--- src/rtl/mac_pipe_sat.sv ---
// Pipelined signed MAC with saturate/wrap overflow and sticky overflow flag; latency 2+PIPE_MULT edges after capture.
// No backpressure: one sample per cycle, the consumer must take f whenever valid_out is high.
module mac_pipe_sat #(
  parameter int A_WIDTH   = 12,
  parameter int B_WIDTH   = 12,
  parameter int ACC_WIDTH = 24,
  parameter int PIPE_MULT = 1,
  parameter int SATURATE  = 1
) (
  input  logic                        clk,
  input  logic                        reset,
  input  logic signed [A_WIDTH-1:0]   a,
  input  logic signed [B_WIDTH-1:0]   b,
  input  logic                        valid_in,
  input  logic                        clear_acc,
  output logic signed [ACC_WIDTH-1:0] f,
  output logic                        valid_out,
  output logic                        overflow
);

  localparam int P_WIDTH = A_WIDTH + B_WIDTH;
  localparam logic signed [ACC_WIDTH-1:0] ACC_MAX = {1'b0, {(ACC_WIDTH-1){1'b1}}};
  localparam logic signed [ACC_WIDTH-1:0] ACC_MIN = {1'b1, {(ACC_WIDTH-1){1'b0}}};

  // Stage 1: operand capture
  logic signed [A_WIDTH-1:0] a_q;
  logic signed [B_WIDTH-1:0] b_q;
  logic                      s1_vld_q;
  logic                      s1_clr_q;

  always_ff @(posedge clk) begin
    if (reset) begin
      a_q      <= '0;
      b_q      <= '0;
      s1_vld_q <= 1'b0;
      s1_clr_q <= 1'b0;
    end else begin
      s1_vld_q <= valid_in;
      s1_clr_q <= valid_in & clear_acc;
      if (valid_in) begin
        a_q <= a;
        b_q <= b;
      end
    end
  end

  logic signed [P_WIDTH-1:0] prod_s1;
  assign prod_s1 = P_WIDTH'(a_q) * P_WIDTH'(b_q);

  // Product as seen by the accumulate stage, optionally registered
  logic signed [P_WIDTH-1:0] prod_acc;
  logic                      acc_in_vld;
  logic                      acc_in_clr;

  if (PIPE_MULT != 0) begin : g_pipe
    logic signed [P_WIDTH-1:0] prod_q;
    logic                      s2_vld_q;
    logic                      s2_clr_q;

    always_ff @(posedge clk) begin
      if (reset) begin
        prod_q   <= '0;
        s2_vld_q <= 1'b0;
        s2_clr_q <= 1'b0;
      end else begin
        s2_vld_q <= s1_vld_q;
        s2_clr_q <= s1_clr_q;
        if (s1_vld_q) begin
          prod_q <= prod_s1;
        end
      end
    end

    assign prod_acc   = prod_q;
    assign acc_in_vld = s2_vld_q;
    assign acc_in_clr = s2_clr_q;
  end else begin : g_nopipe
    assign prod_acc   = prod_s1;
    assign acc_in_vld = s1_vld_q;
    assign acc_in_clr = s1_clr_q;
  end

  // Accumulate stage: one extra bit of headroom exposes overflow as a top-bit disagreement
  logic signed [ACC_WIDTH-1:0] acc_q, acc_d;
  logic                        acc_vld_q;
  logic                        ovf_q, ovf_d;
  logic signed [ACC_WIDTH:0]   base_ext;
  logic signed [ACC_WIDTH:0]   prod_ext;
  logic signed [ACC_WIDTH:0]   sum;
  logic                        sum_ovf;
  logic signed [ACC_WIDTH-1:0] sum_lim;

  always_comb begin
    base_ext = '0;
    if (!acc_in_clr) begin
      base_ext = (ACC_WIDTH+1)'(acc_q);
    end
    prod_ext = (ACC_WIDTH+1)'(prod_acc);
    sum      = base_ext + prod_ext;
    sum_ovf  = sum[ACC_WIDTH] ^ sum[ACC_WIDTH-1];

    sum_lim = sum[ACC_WIDTH-1:0];
    if ((SATURATE != 0) && sum_ovf) begin
      sum_lim = sum[ACC_WIDTH] ? ACC_MIN : ACC_MAX;
    end

    acc_d = acc_q;
    ovf_d = ovf_q;
    if (acc_in_vld) begin
      acc_d = sum_lim;
      ovf_d = (ovf_q & ~acc_in_clr) | sum_ovf;
    end
  end

  always_ff @(posedge clk) begin
    if (reset) begin
      acc_q     <= '0;
      acc_vld_q <= 1'b0;
      ovf_q     <= 1'b0;
    end else begin
      acc_q     <= acc_d;
      acc_vld_q <= acc_in_vld;
      ovf_q     <= ovf_d;
    end
  end

  // Output register keeps the adder/clamp path away from the consumer
  logic signed [ACC_WIDTH-1:0] f_q;
  logic                        vout_q;
  logic                        ovf_out_q;

  always_ff @(posedge clk) begin
    if (reset) begin
      f_q       <= '0;
      vout_q    <= 1'b0;
      ovf_out_q <= 1'b0;
    end else begin
      f_q       <= acc_q;
      vout_q    <= acc_vld_q;
      ovf_out_q <= ovf_q;
    end
  end

  assign f         = f_q;
  assign valid_out = vout_q;
  assign overflow  = ovf_out_q;

endmodule
--- config.mk ---
export PLATFORM = sky130hd
export DESIGN_NAME = mac_pipe_sat
export DESIGN_NICKNAME = d
export VERILOG_FILES = /design/src/rtl/mac_pipe_sat.sv
export SDC_FILE = /design/constraint.sdc
export NUM_CORES = 1
export LEC_CHECK = 0
export CAP_MARGIN = 10
export CORE_ASPECT_RATIO = 1.1
export CORE_MARGIN = 1.5
export CORE_UTILIZATION = 45
export CTS_CLUSTER_SIZE = 28
export DETAILED_ROUTE_END_ITERATION = 12
export GPL_ROUTABILITY_DRIVEN = 0
export PLACE_DENSITY_LB_ADDON = 0.05
export SLEW_MARGIN = 10
export SYNTH_ARGS = -nofsm -noshare
export SYNTH_HDL_FRONTEND = slang
export SYNTH_SLANG_ARGS = --single-unit
export TNS_END_PERCENT = 30
--- constraint.sdc ---
create_clock -name clk -period 8 [get_ports clk]
set_input_delay 2.4 -clock clk [delete_from_list [all_inputs] [get_ports clk]]
set_output_delay 2.4 -clock clk [all_outputs]
set_load 0.05 [all_outputs]
== Word-level counts from Yosys, hierarchy flattened ==
Index checks and enable logic that the tools add are counted.

* Add/subtract/negate cells: 1
* $mul: 1
* Muxes and demuxes: 3
* Bitwise operators: 5

{| class="wikitable"
|+ Operators with widths
! operator !! count
|-
| 2-to-1 mux 24 bit || 2
|-
| adder 25 x 24 -> 25 bit || 1
|-
| 2-to-1 mux 25 bit || 1
|-
| multiplier 12 x 12 -> 24 bit || 1
|-
| AND 1 bit || 2
|-
| NOT 1 bit || 1
|-
| OR 1 bit || 1
|-
| XOR 1 bit || 1
|}

* Bits in registers: 104
* Input bits: 28
* Output and inout bits: 26
* Word-level logic and storage cells: 23

== Longest topological paths before layout ==
Gate-level depths: netlist (run 1).

* Depth in word-level cells: 4
* Depth in mapped cells: 22
* Depth with buffers taken out: 20

== Worst setup path after synthesis (run 1) ==
No wires, ideal clock.

* Kind: register -> register
* Start point: register a_q[11]
* End point: register g_pipe.prod_q[23]
* Library setup time: 86 ps
* Arrival time: 5123 ps
* Slack: 2791 ps
* Stages on the path, launching flop included: 21
* Path buffers: 1
* Period minus slack after synthesis: 5209 ps
* Cells stage by stage: dfxtp_1 clkbuf_1 nand2_1 fa_1 inv_1 fa_1 inv_1 fa_1 inv_1 fa_1 inv_1 fa_1 inv_1 ha_1 o21ai_0 inv_1 a31oi_1 o311ai_1 o211ai_1 xnor2_1 a211oi_1

* Longest elaborated chain between the ends: 1

{| class="wikitable"
|+ Ends and longest elaborated chain
! item !! RTL line !! source
|-
| from (decl) || 26 || <nowiki>logic signed [A_WIDTH-1:0] a_q;</nowiki>
|-
| from (signal assigned) || 33 || <nowiki>a_q <= '0;</nowiki>
|-
| from (signal assigned) || 41 || <nowiki>a_q <= a;</nowiki>
|-
| multiplier 12 x 12 -> 24 bit || 48 || <nowiki>assign prod_s1 = P_WIDTH'(a_q) * P_WIDTH'(b_q);</nowiki>
|-
| to (signal assigned) || 69 || <nowiki>prod_q <= prod_s1;</nowiki>
|-
| to (decl) || 56 || <nowiki>logic signed [P_WIDTH-1:0] prod_q;</nowiki>
|}

No other way between the ends.
A chain may end at the register's enable or synchronous reset.

== Worst setup path in the final report (run 1) ==
* Start point: register b_q[11]
* End point: register g_pipe.prod_q[22]

* Longest elaborated chain between the ends: 1

{| class="wikitable"
|+ Ends and longest elaborated chain
! item !! RTL line !! source
|-
| from (decl) || 27 || <nowiki>logic signed [B_WIDTH-1:0] b_q;</nowiki>
|-
| from (signal assigned) || 34 || <nowiki>b_q <= '0;</nowiki>
|-
| from (signal assigned) || 42 || <nowiki>b_q <= b;</nowiki>
|-
| multiplier 12 x 12 -> 24 bit || 48 ||
|}

No other way between the ends.

==> impl_metrics.tcl, run 1 <==
set metrics [dict create \
    status "complete, no violations" \
    postPlaceCellArea_mm2 0.0111 \
    cts_tree "built" \
    fp.dieArea_mm2 0.0241 \
    clkPwrFrac 0.309 \
    instances_no_fill 1458 \
    ys_seq_area_frac 0.200 \
    reg2reg_depth 18 \
    worst_setup_path_end_kind "flop" \
    hp-class "flop to flop" \
    hold_depth 1 \
    synth_edf_count 0 \
    async_flop_share 0 \
    cts_max_level 3 \
    fin_crit_ns 5.89 \
    diodes 0 \
    antenna_left 0 \
    final_common_cell "inv_1" \
    p_leak_nw 5.54 \
    synth_top_area_share 0.267 \
    synth_largest_area_cell "fa_1" \
    p_sw_uw 526 \
    portBuffers 53 \
    synthCells 1137 \
    avgSynthCellArea_um2 9.17 \
    grt_pass1_vias 7673 \
    tns_ns 0 \
    p_comb_frac 0.295 \
    final_cell_area_mm2 0.0114 \
    synth_seq_cells 104 \
    p_int_uw 955 \
    antenna_found_initial 0 \
    grt_max_degree 79 \
    worst_pin_slew_ns 0.995 \
    syn_to_final_growth_pct 9.30 \
    power_frac_seq 0.397 \
    cts_root_buf "clkbuf_16" \
    cts-resized-gates 0 \
    fin_nets 1395 \
    dr.pass1.iters 4 \
    hpwl_mm 18.0 \
    pre_cts_ws_ns 2.08 \
    r2r_slack_ns 2.11 \
    hold_violations 0 \
    worstReg2RegStart "b_q[11]" \
    final_cell_mix "192 x inv_1, 139 x fa_1, 110 x nand2_1, 104 x dfxtp_1, 75 x ha_1" \
    cts_hold_buf 0 \
    hold_end "valid_out" \
    worstHoldStart "acc_vld_q" \
    relSlewSlack 0.336 \
    worstSetupPathType "flop to flop" \
    period_share 0.736 \
    viasPerCell 4.97 \
    dpl.cell_count 1442 \
    synth_area_mm2 0.0104 \
    clock_latency_ns 0.36 \
    critPathArrivalTime_ns 6.11 \
    switching_share 0.355 \
    cts_setup_buffers 0 \
    io_pins 54 \
    routedWlPerCell_um 15.8 \
    rsz0062_at_grt "no" \
    drc 0 \
    die_h_um 163 \
    p_per_area_mw_per_mm2 130 \
    coreArea_mm2 0.0228 \
    regToRegEndpoint "g_pipe.prod_q[22]" \
    wirelength_mm 23.0 \
    ys_warn_count 0 \
    whs_ns 0.443 \
    synthTopCellsByArea "fa_1 27%, dfxtp_1 20%, ha_1 9.0%" \
    clockBufferDepth 2 \
    rows 58 \
    die_x_um 148 \
    required_ns 8.22 \
    timing.final.ws_setup_ns 2.11 \
    synth_ff_type "dfxtp_1" \
    critPathLaunchType "flop" \
    cts_made_buffers 9 \
    track_usage 0.205 \
    via_count 7240 \
    critPathMaxFanout 10 \
    clock.fmax_mhz 170 \
    power.ir.vdd_worst_v 0.0000852 \
    final-setup-viol-count 0 \
    maxCapViolations 0 \
    skew_ns 0.0119 \
    start_util 0.457 \
    grt_pass1_wl_mm 38.9 \
    slew_violations 0 \
    drive_gt1_frac 0.0466 \
    grt-ovfl-total 0 \
    cts_sinks 104 \
    synthDistinctLibCells 65 \
    path_clk_slew_ns 0.08 \
    drtIter0Drc 230 \
    syn_nets 1379 \
]
cells in the mapped netlist (3+ instances only):
cell type / n
and2_1: 44
o31ai_1: 3
o21ai_0: 15
nor2b_1: 54
inv_1: 192
o211ai_1: 8
o21bai_1: 4
buf_6: 6
nand3_1: 11
dfxtp_1: 104
a211oi_1: 6
xnor2_1: 34
o21ai_1: 4
ha_1: 75
nand2b_1: 15
a21o_1: 11
mux2i_1: 39
nor2_1: 72
o21ba_1: 18
o22ai_1: 4
xor2_1: 12
clkbuf_1: 40
a21oi_1: 44
o21a_1: 3
nand2_1: 110
fa_1: 139
a31oi_1: 4
a21oi_2: 15
cells by family (layout without fill, tap and decap cells):
kind of cell | after synthesis | count (layout) | synth area share
XOR/XNOR | 46 | 46 | 0.0387
buffers and inverters | 245 | 266 | 0.0929
adder cells (fa/ha/maj) | 214 | 214 | 0.357
AO/OA/AOI/OAI | 167 | 167 | 0.124
multiplexers | 39 | 39 | 0.0375
flip-flops | 104 | 104 | 0.200
AND/OR/NAND/NOR | 322 | 322 | 0.150
power by group through the flow:
stage | logic (mW) | registers [mW] | clock network, mW
floorplan | 0.348 | 0.585 | 0
global placement | 0.437 | 0.600 | 0
detailed placement | 0.439 | 0.600 | 0
CTS | 0.442 | 0.588 | 0.469
global route | 0.497 | 0.593 | 0.490
finish | 0.436 | 0.588 | 0.457
metal layers:
metal  up-vias  track usage  part of all wire
met2        83        0.358              0.48
met4         0       0.0432            0.0098
met3        16       0.0252             0.024
met1      3527        0.272              0.49
li1       3614            -                 -
met5         -            0                 0
layout make-up:
| type | instances | area (µm²) |
|---|---|---|
| clock buffer | 9 | 225 |
| sequential | 104 | 2080 |
| fill | 2242 | 11400 |
| clock inverter | 7 | 66.3 |
| multi-input combinational | 788 | 7370 |
| inverter | 194 | 728 |
| tap | 300 | 375 |
| timing repair buffer | 56 | 543 |
state kept, by name, indices dropped and copies added (netlist names):
register and flops:
b_q 12, valid_out 1, overflow 1, acc_q 24, s1_clr_q 1, a_q 12
g_pipe.prod_q 24, acc_in_clr 1, f 24, ovf_q 1, s1_vld_q 1, acc_vld_q 1
acc_in_vld 1
critical path, cell delays in order, from the launching register on:
cell and delay (ns):
dfxtp_1 0.48, clkinv_1 0.41, nor2_1 0.29, fa_1 0.46, fa_1 0.51, fa_1 0.44, fa_1 0.49, inv_1 0.05
fa_1 0.47, inv_1 0.04, ha_1 0.31, a21oi_1 0.32, inv_1 0.07, a2111oi_0 0.68, o21ai_1 0.21, a41oi_1 0.25
xnor2_1 0.09, mux2i_1 0.13, nor2_1 0.05
worst max path at each step:
stage                 start           endpoint  slack (ns)  depth (start not counted)
floorplan           a_q[11]  g_pipe.prod_q[23]        2.79                         20
global placement    b_q[11]  g_pipe.prod_q[22]        2.08                         18
detailed placement  b_q[11]  g_pipe.prod_q[22]        2.08                         18
CTS                 b_q[11]  g_pipe.prod_q[22]        2.07                         18
global route         b_q[0]  g_pipe.prod_q[22]        1.69                         18
finish              b_q[11]  g_pipe.prod_q[22]        2.11                         18
per-stage QoR:
stage | utilization | power (mW)
2_1_floorplan | - | 0.932
3_3_place_gp | 0.487 | 1.04
3_5_place_dp | 0.487 | 1.04
4_1_cts | 0.500 | 1.50
5_1_grt | 0.500 | 1.58
6_report | 0.500 | 1.48
Note: power is estimated with default switching activity, not from simulation.
==> inputs of run 2 (changes only) <==
==> constraint.sdc (replaced) <==
create_clock -name clk -period 6.1 [get_ports clk]
set_input_delay 1.83 -clock clk [delete_from_list [all_inputs] [get_ports clk]]
set_output_delay 1.83 -clock clk [all_outputs]
set_load 0.05 [all_outputs]
==> impl_metrics.tcl, run 2 (synthesis results as in run 1) <==
set metrics [dict create \
    critPathArrivalTime_ns 6.02 \
    drtIter0Drc 243 \
    cts_hold_buf 0 \
    cts_tree "built" \
    final_cell_area_mm2 0.0115 \
    rsz0062_at_grt "no" \
    n_fill_cell 2223 \
    io_pins 54 \
    postPlaceCellArea_mm2 0.0112 \
    power_frac_seq 0.388 \
    portBuffers 53 \
    track_usage 0.205 \
    cts_root_buf "clkbuf_16" \
    crit_path_cell_trace "clkinv_1 > nor2_1 > fa_1 > fa_1 > fa_1 > fa_1 > inv_1 > fa_1 > inv_1 > ha_1 > nand3_1 > a211oi_1 > o221ai_1 > o311ai_1 > o211ai_1 > xnor2_1 > a211oi_1" \
    clkPwrFrac 0.318 \
    fp.dieArea_mm2 0.0241 \
    grt_max_degree 78 \
    final_cell_mix "192 x inv_1, 139 x fa_1, 110 x nand2_1, 102 x dfxtp_1, 75 x ha_1" \
    hold_depth 1 \
    relSlewSlack 0.309 \
    hpwl_mm 18.4 \
    p_per_area_mw_per_mm2 172 \
    cp_slowest_cell "fa_1" \
    period_share 0.943 \
    via_count 7328 \
    critPathMaxFanout 10 \
    worst_setup_path_end_kind "flop" \
    diodes 0 \
    crit_path_max_incr_delay_ns 0.54 \
    grt_pass1_vias 7612 \
    start_util 0.457 \
    cts_made_buffers 9 \
    path_clk_slew_ns 0.08 \
    cts-resized-gates 0 \
    hold_end "acc_in_clr" \
    grt_pass1_wl_mm 38.8 \
    regToRegEndpoint "g_pipe.prod_q[23]" \
    required_ns 6.37 \
    grt-ovfl-total 0 \
    syn_to_final_growth_pct 10.3 \
    antenna_found_initial 0 \
    worst_pin_slew_ns 1.03 \
    p_sw_uw 679 \
    crit_top_cell "fa_1" \
    drc 0 \
    dr.pass1.iters 4 \
    cts_sinks 104 \
    wirelength_mm 23.2 \
    final_common_cell "inv_1" \
    fin_nets 1407 \
    cts_max_level 3 \
    critPathBufInv 3 \
    crit_family "adder cells" \
    cts_setup_buffers 0 \
    critPathLaunchType "flop" \
    r2r_slack_ns 0.35 \
    p_comb_frac 0.295 \
    p_int_mw 1.30 \
    hp-class "flop to flop" \
    dpl.cell_count 1454 \
    fin_crit_ns 5.75 \
    coreArea_mm2 0.0228 \
    die_x_um 148 \
    switching_share 0.344 \
    antenna_left 0 \
    worstSetupPathType "flop to flop" \
    clock_latency_ns 0.37 \
    die_h_um 163 \
    hold_violations 0 \
    skew_ns 0.0165 \
    maxCapViolations 0 \
    reg2reg_depth 17 \
    final-setup-viol-count 0 \
    worstHoldStart "s1_clr_q" \
    tns_ns 0 \
    status "complete, no violations" \
    clockBufferDepth 2 \
    viasPerCell 4.99 \
    rows 58 \
    clock.fmax_mhz 174 \
    instances_no_fill 1470 \
    worstReg2RegStart "b_q[11]" \
    routedWlPerCell_um 15.8 \
    power.ir.vdd_worst_v 0.000133 \
    p_leak_nw 5.61 \
    slew_violations 0 \
    drive_gt1_frac 0.0573 \
]
run 2: cell types whose count changed in the layout (fill, tap and decap cells not counted):
cell / previous run / this run
clkinvlp_4: 1 / 0
clkinv_4: 2 / 3
dfxtp_1: 104 / 102
dfxtp_2: 0 / 2
buf_4: 3 / 15
clkinv_2: 1 / 0
clkbuf_1: 0 / 1
bufinv_16: 0 / 1
clkinv_8: 1 / 0
run 2: how the worst max path moves through the flow:
stage | end | depth (start not counted) | from
after floorplan | g_pipe.prod_q[23] | 20 | a_q[11]
after global placement | g_pipe.prod_q[23] | 17 | b_q[11]
after detailed placement | g_pipe.prod_q[23] | 17 | b_q[11]
after CTS | g_pipe.prod_q[23] | 17 | b_q[11]
after global routing | g_pipe.prod_q[23] | 17 | b_q[11]
final | g_pipe.prod_q[23] | 17 | b_q[11]
run 2: per-stage QoR:
| step | utilization | setup WS [ns] | power [mW] | hold slack [ns] |
|---|---|---|---|---|
| final | 0.505 | 0.350 | 1.98 | 0.444 |
| after global routing | 0.505 | 0.00281 | 2.11 | 0.464 |
| after CTS | 0.505 | 0.306 | 2.01 | 0.444 |
| after detailed placement | 0.491 | 0.350 | 1.37 | 0.428 |
| after global placement | 0.491 | 0.386 | 1.37 | 0.416 |
| after floorplan | - | 0.891 | 1.22 | 0.414 |
run 2: per-layer routing:
layer	vias up	wire [µm]	global-route usage
met5	-	0	0
met4	0	244	0.0423
met3	19	538	0.0210
met2	85	11200	0.360
met1	3589	11200	0.274
li1	3635	-	-
run 2: final cells by class:
class,instances,area (µm²),area share
Multi-Input combinational cell,788,7370,0.641
Sequential cell,104,2080,0.181
Inverter,194,728,0.0633
Timing Repair Buffer,68,633,0.0551
Tap cell,300,375,0.0326
Clock buffer,10,229,0.0199
Clock inverter,6,76.3,0.00664
run 2: power groups by stage:
stage | sequential [mW] | clock, mW | combinational [mW]
after CTS | 0.766 | 0.650 | 0.592
after floorplan | 0.767 | 0 | 0.456
after global routing | 0.772 | 0.671 | 0.668
after global placement | 0.782 | 0 | 0.584
after detailed placement | 0.782 | 0 | 0.589
final | 0.766 | 0.628 | 0.582
==> inputs of run 3 (changes only) <==
--- a/config.mk
+++ b/config.mk
@@ -5,7 +5,10 @@
 export SDC_FILE = /design/constraint.sdc
 export NUM_CORES = 1
 export LEC_CHECK = 0
+export ABC_CLOCK_PERIOD_IN_PS = 6100
 export CAP_MARGIN = 10
+export CELL_PAD_IN_SITES_DETAIL_PLACEMENT = 0
+export CELL_PAD_IN_SITES_GLOBAL_PLACEMENT = 1
 export CORE_ASPECT_RATIO = 1.1
 export CORE_MARGIN = 1.5
 export CORE_UTILIZATION = 45
==> impl_metrics.tcl, run 3 (synthesis results as in run 1) <==
set metrics [dict create \
    die_x_um 148 \
    maxCapViolations 0 \
    cts_tree "built" \
    period_share 0.940 \
    final_common_cell "inv_1" \
    grt_pass1_vias 7715 \
    antenna_left 0 \
    fin_crit_ns 5.73 \
    worstHoldStart "s1_clr_q" \
    final_cell_area_mm2 0.0115 \
    postPlaceCellArea_mm2 0.0112 \
    drive_gt1_frac 0.0613 \
    rows 58 \
    fin_nets 1412 \
    skew_ns 0.0120 \
    hpwl_mm 19.2 \
    fp.dieArea_mm2 0.0241 \
    required_ns 6.37 \
    clock.fmax_mhz 174 \
    critPathArrivalTime_ns 6.00 \
    final_cell_mix "192 x inv_1, 139 x fa_1, 110 x nand2_1, 103 x dfxtp_1, 75 x ha_1" \
    cts_setup_buffers 0 \
    diodes 0 \
    syn_to_final_growth_pct 10.5 \
    worst_pin_slew_ns 0.931 \
    hold_violations 0 \
    final_core_util 0.505 \
    reg2reg_depth 17 \
    cts_sinks 104 \
    worst_setup_path_end_kind "flop" \
    track_usage 0.212 \
    final-setup-viol-count 0 \
    r2r_slack_ns 0.37 \
    cts_max_level 3 \
    drc 0 \
    dr.pass1.iters 4 \
    drtIter0Drc 287 \
    grt_max_degree 78 \
    status "complete, no violations" \
    path_clk_slew_ns 0.08 \
    antenna_found_initial 0 \
    p_per_area_mw_per_mm2 169 \
    wirelength_mm 24.0 \
    start_util 0.457 \
    hp-class "flop to flop" \
    tns_ns 0 \
    grt_pass1_wl_mm 40.1 \
    clock_latency_ns 0.36 \
    hold_end "acc_in_clr" \
    grt-ovfl-total 0 \
    cts_made_buffers 9 \
    worstReg2RegStart "b_q[6]" \
    relSlewSlack 0.379 \
    portBuffers 53 \
    timing.final.ws_setup_ns 0.366 \
    slew_violations 0 \
    clockBufferDepth 2 \
    rsz0062_at_grt "no" \
    power.ir.vdd_worst_v 0.000128 \
    hold_depth 1 \
    via_count 7404 \
    pre_cts_ws_ns 0.263 \
    whs_ns 0.434 \
    io_pins 54 \
    routedWlPerCell_um 16.3 \
    regToRegEndpoint "g_pipe.prod_q[23]" \
    worstSetupPathType "flop to flop" \
    viasPerCell 5.02 \
    cts_root_buf "clkbuf_16" \
    die_h_um 163 \
    coreArea_mm2 0.0228 \
    critPathLaunchType "flop" \
    critPathMaxFanout 13 \
    n_fill_cell 2186 \
    p_leak_nw 5.62 \
]
==> run 3: changes by cell type in the layout (fill, tap and decap cells not counted), sizes merged <==
cell	delta
buf	+5
bufinv	-1
clkinv	-2
clkinvlp	+2
inv	+1
==> run 3: critical path: stages (launching register included) <==
cell,delay [ns]
dfxtp_1,0.66
nand2_1,0.15
fa_1,0.56
inv_1,0.07
fa_1,0.57
fa_1,0.46
fa_1,0.50
inv_1,0.05
fa_1,0.48
inv_1,0.04
ha_1,0.36
nand3_1,0.12
a211oi_1,0.39
o221ai_1,0.34
o311ai_1,0.36
o211ai_1,0.15
xnor2_1,0.15
a211oi_1,0.22
==> run 3: cell type report <==
| cell class | count | area (µm²) | share of cell area |
|---|---|---|---|
| flip-flops and latches | 104 | 2080 | 0.181 |
| clock buffers | 10 | 239 | 0.0207 |
| well taps | 300 | 375 | 0.0326 |
| repair buffers | 73 | 671 | 0.0582 |
| inverters | 194 | 728 | 0.0632 |
| clock inverters | 6 | 48.8 | 0.00424 |
| multi-input cells | 788 | 7370 | 0.640 |
==> run 3: what timing repair did <==
action                     4_1_cts  5_1_grt
resized for setup                0        1
setup endpoints to repair        0        1
hold buffers                     0        0
==> run 3: how the worst max path moves through the flow <==
stage                 start           endpoint  slack, ns  cells after the start
finish               b_q[6]  g_pipe.prod_q[23]       0.37                     17
global route        a_q[11]  g_pipe.prod_q[23]       0.04                     19
CTS                  b_q[0]  g_pipe.prod_q[23]       0.25                     19
detailed placement   b_q[0]  g_pipe.prod_q[23]       0.26                     19
global placement     b_q[0]  g_pipe.prod_q[23]       0.33                     19
floorplan           a_q[11]  g_pipe.prod_q[23]       0.89                     20
==> run 3: where the power goes <==
part / internal (mW) / switching [mW]
logic: 0.258 / 0.337
clock network: 0.294 / 0.295
registers: 0.717 / 0.0469
total: 1.27 / 0.679
==> run 3: routing by layer <==
metal / track usage / wire, µm
met1: 0.294 / 11600
met2: 0.358 / 11400
met3: 0.0241 / 654
met4: 0.0491 / 323
met5: 0 / 0
==> run 3: per-stage QoR <==
stage	std cells	total power, mW
6_report	1475	1.95
5_1_grt	1475	2.09
4_1_cts	1475	1.98
3_5_place_dp	1459	1.38
3_3_place_gp	1459	1.38
2_1_floorplan	1137	1.22
